`src/rtl/button_debounce_pkg.sv`:
```
// Shared types and cycle-count helpers for the push-button debouncer.
package button_debounce_pkg;

   localparam int unsigned HZ_PER_MHZ = 1_000_000;
   localparam int unsigned HZ_PER_KHZ = 1_000;

   typedef enum logic [1:0] {
      ST_RELEASED     = 2'd0,
      ST_PRESS_WAIT   = 2'd1,
      ST_PRESSED      = 2'd2,
      ST_RELEASE_WAIT = 2'd3
   } db_state_e;

   // Per-channel conditioned outputs, all registered.
   typedef struct packed {
      logic pressed;
      logic press;
      logic rel;
      logic held;
      logic long_press;
   } btn_evt_t;

   function automatic int unsigned db_cycles(input int unsigned clk_hz, input int unsigned us);
      return clk_hz / HZ_PER_MHZ * us;
   endfunction

   function automatic int unsigned hold_cycles(input int unsigned clk_hz, input int unsigned ms);
      return clk_hz / HZ_PER_KHZ * ms;
   endfunction

endpackage

```
`src/rtl/button_debounce_channel.sv`:
```
// One button channel: 2-FF synchroniser, debounce FSM, hold timer and event pulses.
module button_debounce_channel
   import button_debounce_pkg::*;
#(
   parameter int unsigned DB_CYCLES   = 10,
   parameter int unsigned HOLD_CYCLES = 1000,
   parameter bit          ACTIVE_LOW  = 1'b1
) (
   input  logic     sysclk_i,
   input  logic     resetn_i,
   input  logic     btn_i,
   output btn_evt_t evt_o
);

   localparam int unsigned DB_W   = (DB_CYCLES > 1) ? $clog2(DB_CYCLES) : 1;
   localparam int unsigned HOLD_W = (HOLD_CYCLES > 1) ? $clog2(HOLD_CYCLES) : 1;
   localparam logic [DB_W-1:0]   DB_LAST   = DB_W'(DB_CYCLES - 1);
   localparam logic [HOLD_W-1:0] HOLD_LAST = HOLD_W'(HOLD_CYCLES - 1);
   localparam logic              REL_LVL   = ACTIVE_LOW;

   logic [1:0]        sync_q, sync_d;
   db_state_e         state_q, state_d;
   logic [DB_W-1:0]   db_cnt_q, db_cnt_d;
   logic [HOLD_W-1:0] hold_cnt_q, hold_cnt_d;
   btn_evt_t          evt_q, evt_d;
   logic              s_c;
   logic              hold_run_c;

   assign s_c   = sync_q[1] ^ ACTIVE_LOW;
   assign evt_o = evt_q;

   always_ff @(posedge sysclk_i) begin
      if (!resetn_i) begin
         sync_q     <= {2{REL_LVL}};
         state_q    <= ST_RELEASED;
         db_cnt_q   <= '0;
         hold_cnt_q <= '0;
         evt_q      <= '0;
      end else begin
         sync_q     <= sync_d;
         state_q    <= state_d;
         db_cnt_q   <= db_cnt_d;
         hold_cnt_q <= hold_cnt_d;
         evt_q      <= evt_d;
      end
   end

   always_comb begin
      sync_d           = {sync_q[0], btn_i};
      state_d          = state_q;
      db_cnt_d         = db_cnt_q;
      hold_cnt_d       = hold_cnt_q;
      evt_d            = evt_q;
      evt_d.press      = 1'b0;
      evt_d.rel        = 1'b0;
      evt_d.long_press = 1'b0;
      hold_run_c       = 1'b0;

      case (state_q)
         ST_RELEASED: begin
            if (s_c) begin
               state_d  = ST_PRESS_WAIT;
               db_cnt_d = '0;
            end
         end
         ST_PRESS_WAIT: begin
            if (!s_c) begin
               state_d  = ST_RELEASED;
               db_cnt_d = '0;
            end else if (db_cnt_q == DB_LAST) begin
               state_d       = ST_PRESSED;
               db_cnt_d      = '0;
               evt_d.pressed = 1'b1;
               evt_d.press   = 1'b1;
            end else begin
               db_cnt_d = db_cnt_q + 1'b1;
            end
         end
         ST_PRESSED: begin
            hold_run_c = 1'b1;
            if (!s_c) begin
               state_d  = ST_RELEASE_WAIT;
               db_cnt_d = '0;
            end
         end
         ST_RELEASE_WAIT: begin
            if (s_c) begin
               state_d    = ST_PRESSED;
               db_cnt_d   = '0;
               hold_run_c = 1'b1;
            end else if (db_cnt_q == DB_LAST) begin
               state_d       = ST_RELEASED;
               db_cnt_d      = '0;
               hold_cnt_d    = '0;
               evt_d.pressed = 1'b0;
               evt_d.held    = 1'b0;
               evt_d.rel     = 1'b1;
            end else begin
               db_cnt_d   = db_cnt_q + 1'b1;
               hold_run_c = 1'b1;
            end
         end
         default: begin
            state_d    = ST_RELEASED;
            db_cnt_d   = '0;
            hold_cnt_d = '0;
            evt_d      = '0;
         end
      endcase

      // Hold timer saturates; held rises once per press, the edge after the count tops out.
      if (hold_run_c) begin
         if (hold_cnt_q == HOLD_LAST) begin
            if (!evt_q.held) begin
               evt_d.held       = 1'b1;
               evt_d.long_press = 1'b1;
            end
         end else begin
            hold_cnt_d = hold_cnt_q + 1'b1;
         end
      end
   end

endmodule

```
`src/rtl/button_debounce.sv`:
```
// Debounces CHANNELS raw button pins into clean levels and press/release/long-press pulses.
module button_debounce
   import button_debounce_pkg::*;
#(
   parameter int unsigned CHANNELS     = 8,
   parameter int unsigned SYS_CLK_FREQ = 30_000_000,
   parameter int unsigned DEBOUNCE_US  = 10_000,
   parameter int unsigned HOLD_MS      = 1_000,
   parameter bit          ACTIVE_LOW   = 1'b1
) (
   input  logic                sysclk_i,
   input  logic                resetn_i,
   input  logic [CHANNELS-1:0] btn_i,
   output logic [CHANNELS-1:0] pressed_o,
   output logic [CHANNELS-1:0] press_o,
   output logic [CHANNELS-1:0] release_o,
   output logic [CHANNELS-1:0] held_o,
   output logic [CHANNELS-1:0] long_press_o
);

   localparam int unsigned DB_CYCLES   = db_cycles(SYS_CLK_FREQ, DEBOUNCE_US);
   localparam int unsigned HOLD_CYCLES = hold_cycles(SYS_CLK_FREQ, HOLD_MS);

   for (genvar g = 0; g < CHANNELS; g++) begin : g_ch
      btn_evt_t evt;

      button_debounce_channel #(
         .DB_CYCLES   (DB_CYCLES),
         .HOLD_CYCLES (HOLD_CYCLES),
         .ACTIVE_LOW  (ACTIVE_LOW)
      ) u_channel (
         .sysclk_i (sysclk_i),
         .resetn_i (resetn_i),
         .btn_i    (btn_i[g]),
         .evt_o    (evt)
      );

      assign pressed_o[g]    = evt.pressed;
      assign press_o[g]      = evt.press;
      assign release_o[g]    = evt.rel;
      assign held_o[g]       = evt.held;
      assign long_press_o[g] = evt.long_press;
   end

endmodule
```
`config.mk`:
```
export PLATFORM = sky130hd
export DESIGN_NAME = button_debounce
export DESIGN_NICKNAME = d
export VERILOG_FILES = /design/src/rtl/button_debounce_pkg.sv /design/src/rtl/button_debounce_channel.sv /design/src/rtl/button_debounce.sv
export SDC_FILE = /design/constraint.sdc
export NUM_CORES = 1
export LEC_CHECK = 0
export BUFFER_PORTS_ARGS = -buffer_cell sky130_fd_sc_hd__buf_2
export CAP_MARGIN = 20
export CORE_MARGIN = 5
export CORE_UTILIZATION = 40
export CTS_CLUSTER_DIAMETER = 200
export DETAILED_ROUTE_END_ITERATION = 12
export PLACE_DENSITY = 0.65
export SLEW_MARGIN = 20
export SYNTH_ARGS = -nofsm -noshare
export SYNTH_HDL_FRONTEND = slang
export SYNTH_SLANG_ARGS = --single-unit
```
`constraint.sdc`:
```
create_clock -name sysclk_i -period 2.55 [get_ports sysclk_i]
set_input_delay 0.1275 -clock sysclk_i [delete_from_list [all_inputs] [get_ports sysclk_i]]
set_output_delay 0.1275 -clock sysclk_i [all_outputs]
set_load 0.005 [all_outputs]
```
==> metrics.md <==
| Metric | Value |
|---|---|
| Final Hold Vio Count | 0 |
| Die Height | 242 um |
| Slowest cell on crit path | or4_4 |
| Syn_nets | 2706 |
| Clock root cell | clkbuf_16 |
| Yosys top cell area share | 39.4% |
| Synth area leader | dfxtp_1 |
| Final net count | 2768 |
| Status | completed |
| Routed wire length | 54100 um |
| Setup slack at placement | -0.0745 ns |
| DRC | 0 |
| Seq/Total Area, Yosys | 39.4% |
| Peak VDD IR | 458 uV |
| Antenna diode count | 0 |
| Seq cells post-synth | 424 |
| Top-count cell post-synth | dfxtp_1 |
| CP Launch Type | flip-flop |
| Initial antenna violation count | 0 |
| Crit-path cells | ha_4, nand3_2, or3_4, or4_4, nor4b_4, buf_12, and3_1, a211o_1 |
| Main area contributors after synthesis | dfxtp_1 39%, nand2_1 5.1%, a21oi_1 4.4% |
| Post-synth EDFFs | 0 |
| Final slew viol count | 0 |
| # Max-Cap Violations | 0 |
| Gate Count Post-Synth | 2680 |
| GR Overflow Total | 0 |
| Largest net degree at the start of global routing | 129 |
| Netlist cell types | 89 |
| Pwr Density | 576 nW/um2 |
| Max Freq | 0.404 GHz |
| DR pass1 iterations | 6 |
| Top cells by count, synth | 424 x dfxtp_1, 290 x nand2_1, 210 x nor2_1, 191 x a21oi_1, 166 x o21ai_0 |
| Ys flop type | dfxtp_1 |
| Die width | 242 um |
| Worst-path clk slew | 0.06 ns |
| Post-DRT Antenna Nets | 0 |
| I/O Pins | 50 |
| Final Power | 14100 uW |
| DRT iter0 DRCs | 1396 |
| Clock skew | 0.00873 ns |
| Clock buffer depth | 3 |
| Wire length of the first global-routing pass | 92000 um |
| Period utilization | 97.1% |
| Area Growth Syn to Fin | 14.2% |
| Asr flop ratio synth | 0% |
| CTS tree | done |
| Avg Vias per Cell | 5.91 |
| Mean post-synth cell area | 8.03 um2 |
| Initial Utilization | 40.1% |
| Hold/Removal Path Class | in2reg |
| Share of cells above drive strength 1 | 10.5% |
| Core area | 53600 um2 |
| Worst Path Required | 3.00 ns |
| Via count | 20514 |
| Final worst path period need | 2.48 ns |
| Post-layout util | 45.8% |
| RSZ-0062 raised after global routing | true |
| TritonCTS buffer count | 48 |
| Actual slew at the worst max-slew pin | 0.998 ns |
| Fillers | 5202 |
| Skew-Pair Late Insertion Delay | 0.57 ns |
| Crit. End Element | flip-flop |
| Yosys Warn Count | 0 |
| WS Path Type | reg2reg |
| Routed length per instance | 15.6 um |
| Sink Count | 424 |
| Max Fanout on Critical Path | 17 |
| Num rows | 85 |
| Slew headroom | 32.9% |
| Port bufs | 49 |
| Vias in the first global route | 19205 |
| GRT Total Usage | 17.5% |
| Leakage | 0.00836 uW |
| H-Tree Level Count | 2 |
| # setup viols final | 0 |
| Slowest stage delay, CP | 0.60 ns |
| Crit path DAT | 2.93 ns |
| Die area | 58500 um2 |
| Synth Cell Area | 21500 um2 |
| Detail Placement HPWL | 35600 um |
| PnR worst setup slack | 0.0748 ns |
| Final Wtd Congestion | 0.864 |
==> per-layer routing <==
layer	vias to the layer above	GRT usage [%]	wire (um)	share of wire [%]
li1	10214	-	-	-
met1	9798	23.6	25400	47
met2	414	29.1	25200	47
met3	88	2.80	2400	4.4
met4	0	5.05	1090	2.0
met5	-	0	0	0
==> what timing repair did <==
item	in CTS	in global routing
pin swaps	0	2
resized for setup	1	14
hold endpoints to repair	14	0
setup endpoints to repair	9	32
hold buffers	9	0
buffers inserted	0	4
gates cloned	0	0
==> kinds of logic (layout without fill, tap and decap cells) <==
kind of cell,after synthesis,after routing,share of synthesized area [%]
buf+inv,177,272,3.33
simple gates,1305,1305,32.6
xor+xnor,47,47,1.91
compound gates,695,695,21.0
fa+ha+maj,16,16,0.930
mux,16,16,0.756
flops,424,424,39.4
==> flip-flops by register name, summed over array words and instances (netlist names), named ones only <==
| signal | count |
|---|---|
| g_ch.u_channel.db_cnt_q | 152 |
| g_ch.u_channel.hold_cnt_q | 200 |
| g_ch.u_channel.sync_q | 16 |
| g_ch.u_channel.state_q | 8 |
| g_ch.u_channel.evt_o | 40 |
==> cell type report <==
class | instances | area, um2 | area share (%)
Clock buffer | 74 | 1450 | 5.90
Clock inverter | 9 | 170 | 0.692
Inverter | 39 | 151 | 0.616
Multi-Input combinational cell | 2079 | 12400 | 50.3
Sequential cell | 424 | 8500 | 34.6
Tap cell | 696 | 871 | 3.54
Timing Repair Buffer | 150 | 1070 | 4.37
==> critical path: cells and delay by family, from the launching register on <==
kind,cells,cell delay [ns]
flip-flops,1,0.37
buffers and inverters,1,0.16
adder cells (fa/ha/maj),1,0.15
AND/OR/NAND/NOR,5,1.41
AO/OA/AOI/OAI,1,0.27
==> power breakdown <==
part           total (uW)  switching (uW)  internal [uW]
sequential           6690            33.3           6660
combinational         335             239           96.7
clock                7120            2740           4380
total               14100            3010          11100
==> worst paths after layout <==
path | startpoint | end | slack [ns] | depth (start not counted)
worst min register to register | g_ch[0].u_channel.sync_q[0]$_SDFF_PN1_ | g_ch[0].u_channel.sync_q[1]$_SDFF_PN1_ | 0.41 | 1
worst max register to register | g_ch[5].u_channel.hold_cnt_q[0]$_SDFF_PN0_ | g_ch[5].u_channel.hold_cnt_q[23]$_SDFF_PN0_ | 0.07 | 8
worst max-delay path | g_ch[5].u_channel.hold_cnt_q[0]$_SDFF_PN0_ | g_ch[5].u_channel.hold_cnt_q[23]$_SDFF_PN0_ | 0.07 | 8
worst min-delay path | btn_i[0] | g_ch[0].u_channel.sync_q[0]$_SDFF_PN1_ | 0.29 | 3
==> layout by cell type, fill, tap and decap left out, drive strengths merged, types with 10 or more instances in the layout <==
| master | n |
|---|---|
| dfxtp | 424 |
| nand2 | 290 |
| nor2 | 210 |
| a21oi | 191 |
| o21ai | 172 |
| nand3 | 160 |
| buf | 141 |
| nor3 | 127 |
| and3 | 95 |
| nand4 | 81 |
| clkbuf | 74 |
| nor4 | 62 |
| a31oi | 59 |
| or3 | 45 |
| inv | 36 |
| xnor2 | 35 |
| o21a | 35 |
| nand2b | 34 |
| and4 | 32 |
| and2 | 30 |
| a311oi | 29 |
| nor4b | 27 |
| o211a | 25 |
| a41oi | 23 |
| nor2b | 20 |
| nand4b | 18 |
| a21boi | 17 |
| ha | 16 |
| a211o | 15 |
| o31ai | 15 |
| mux2i | 14 |
| or2 | 13 |
| or4 | 13 |
| or4b | 13 |
| xor2 | 12 |
| a22oi | 12 |
| nand3b | 12 |
| a22o | 12 |
| a211oi | 11 |
| o41ai | 10 |
==> per-stage QoR <==
| step | setup TNS [ns] | hold slack, ns | instance area (um2) | instances |
|---|---|---|---|---|
| after floorplan | 0 | 0.229 | 21500 | 2680 |
| after global placement | 0 | 0.316 | 22800 | 3375 |
| after detailed placement | -0.341 | 0.313 | 22800 | 3375 |
| after CTS | 0 | 0.242 | 24500 | 3467 |
| after global routing | -0.00829 | 0.281 | 24600 | 3471 |
| final | 0 | 0.286 | 24600 | 3471 |
(Power assumes the default switching activity.)
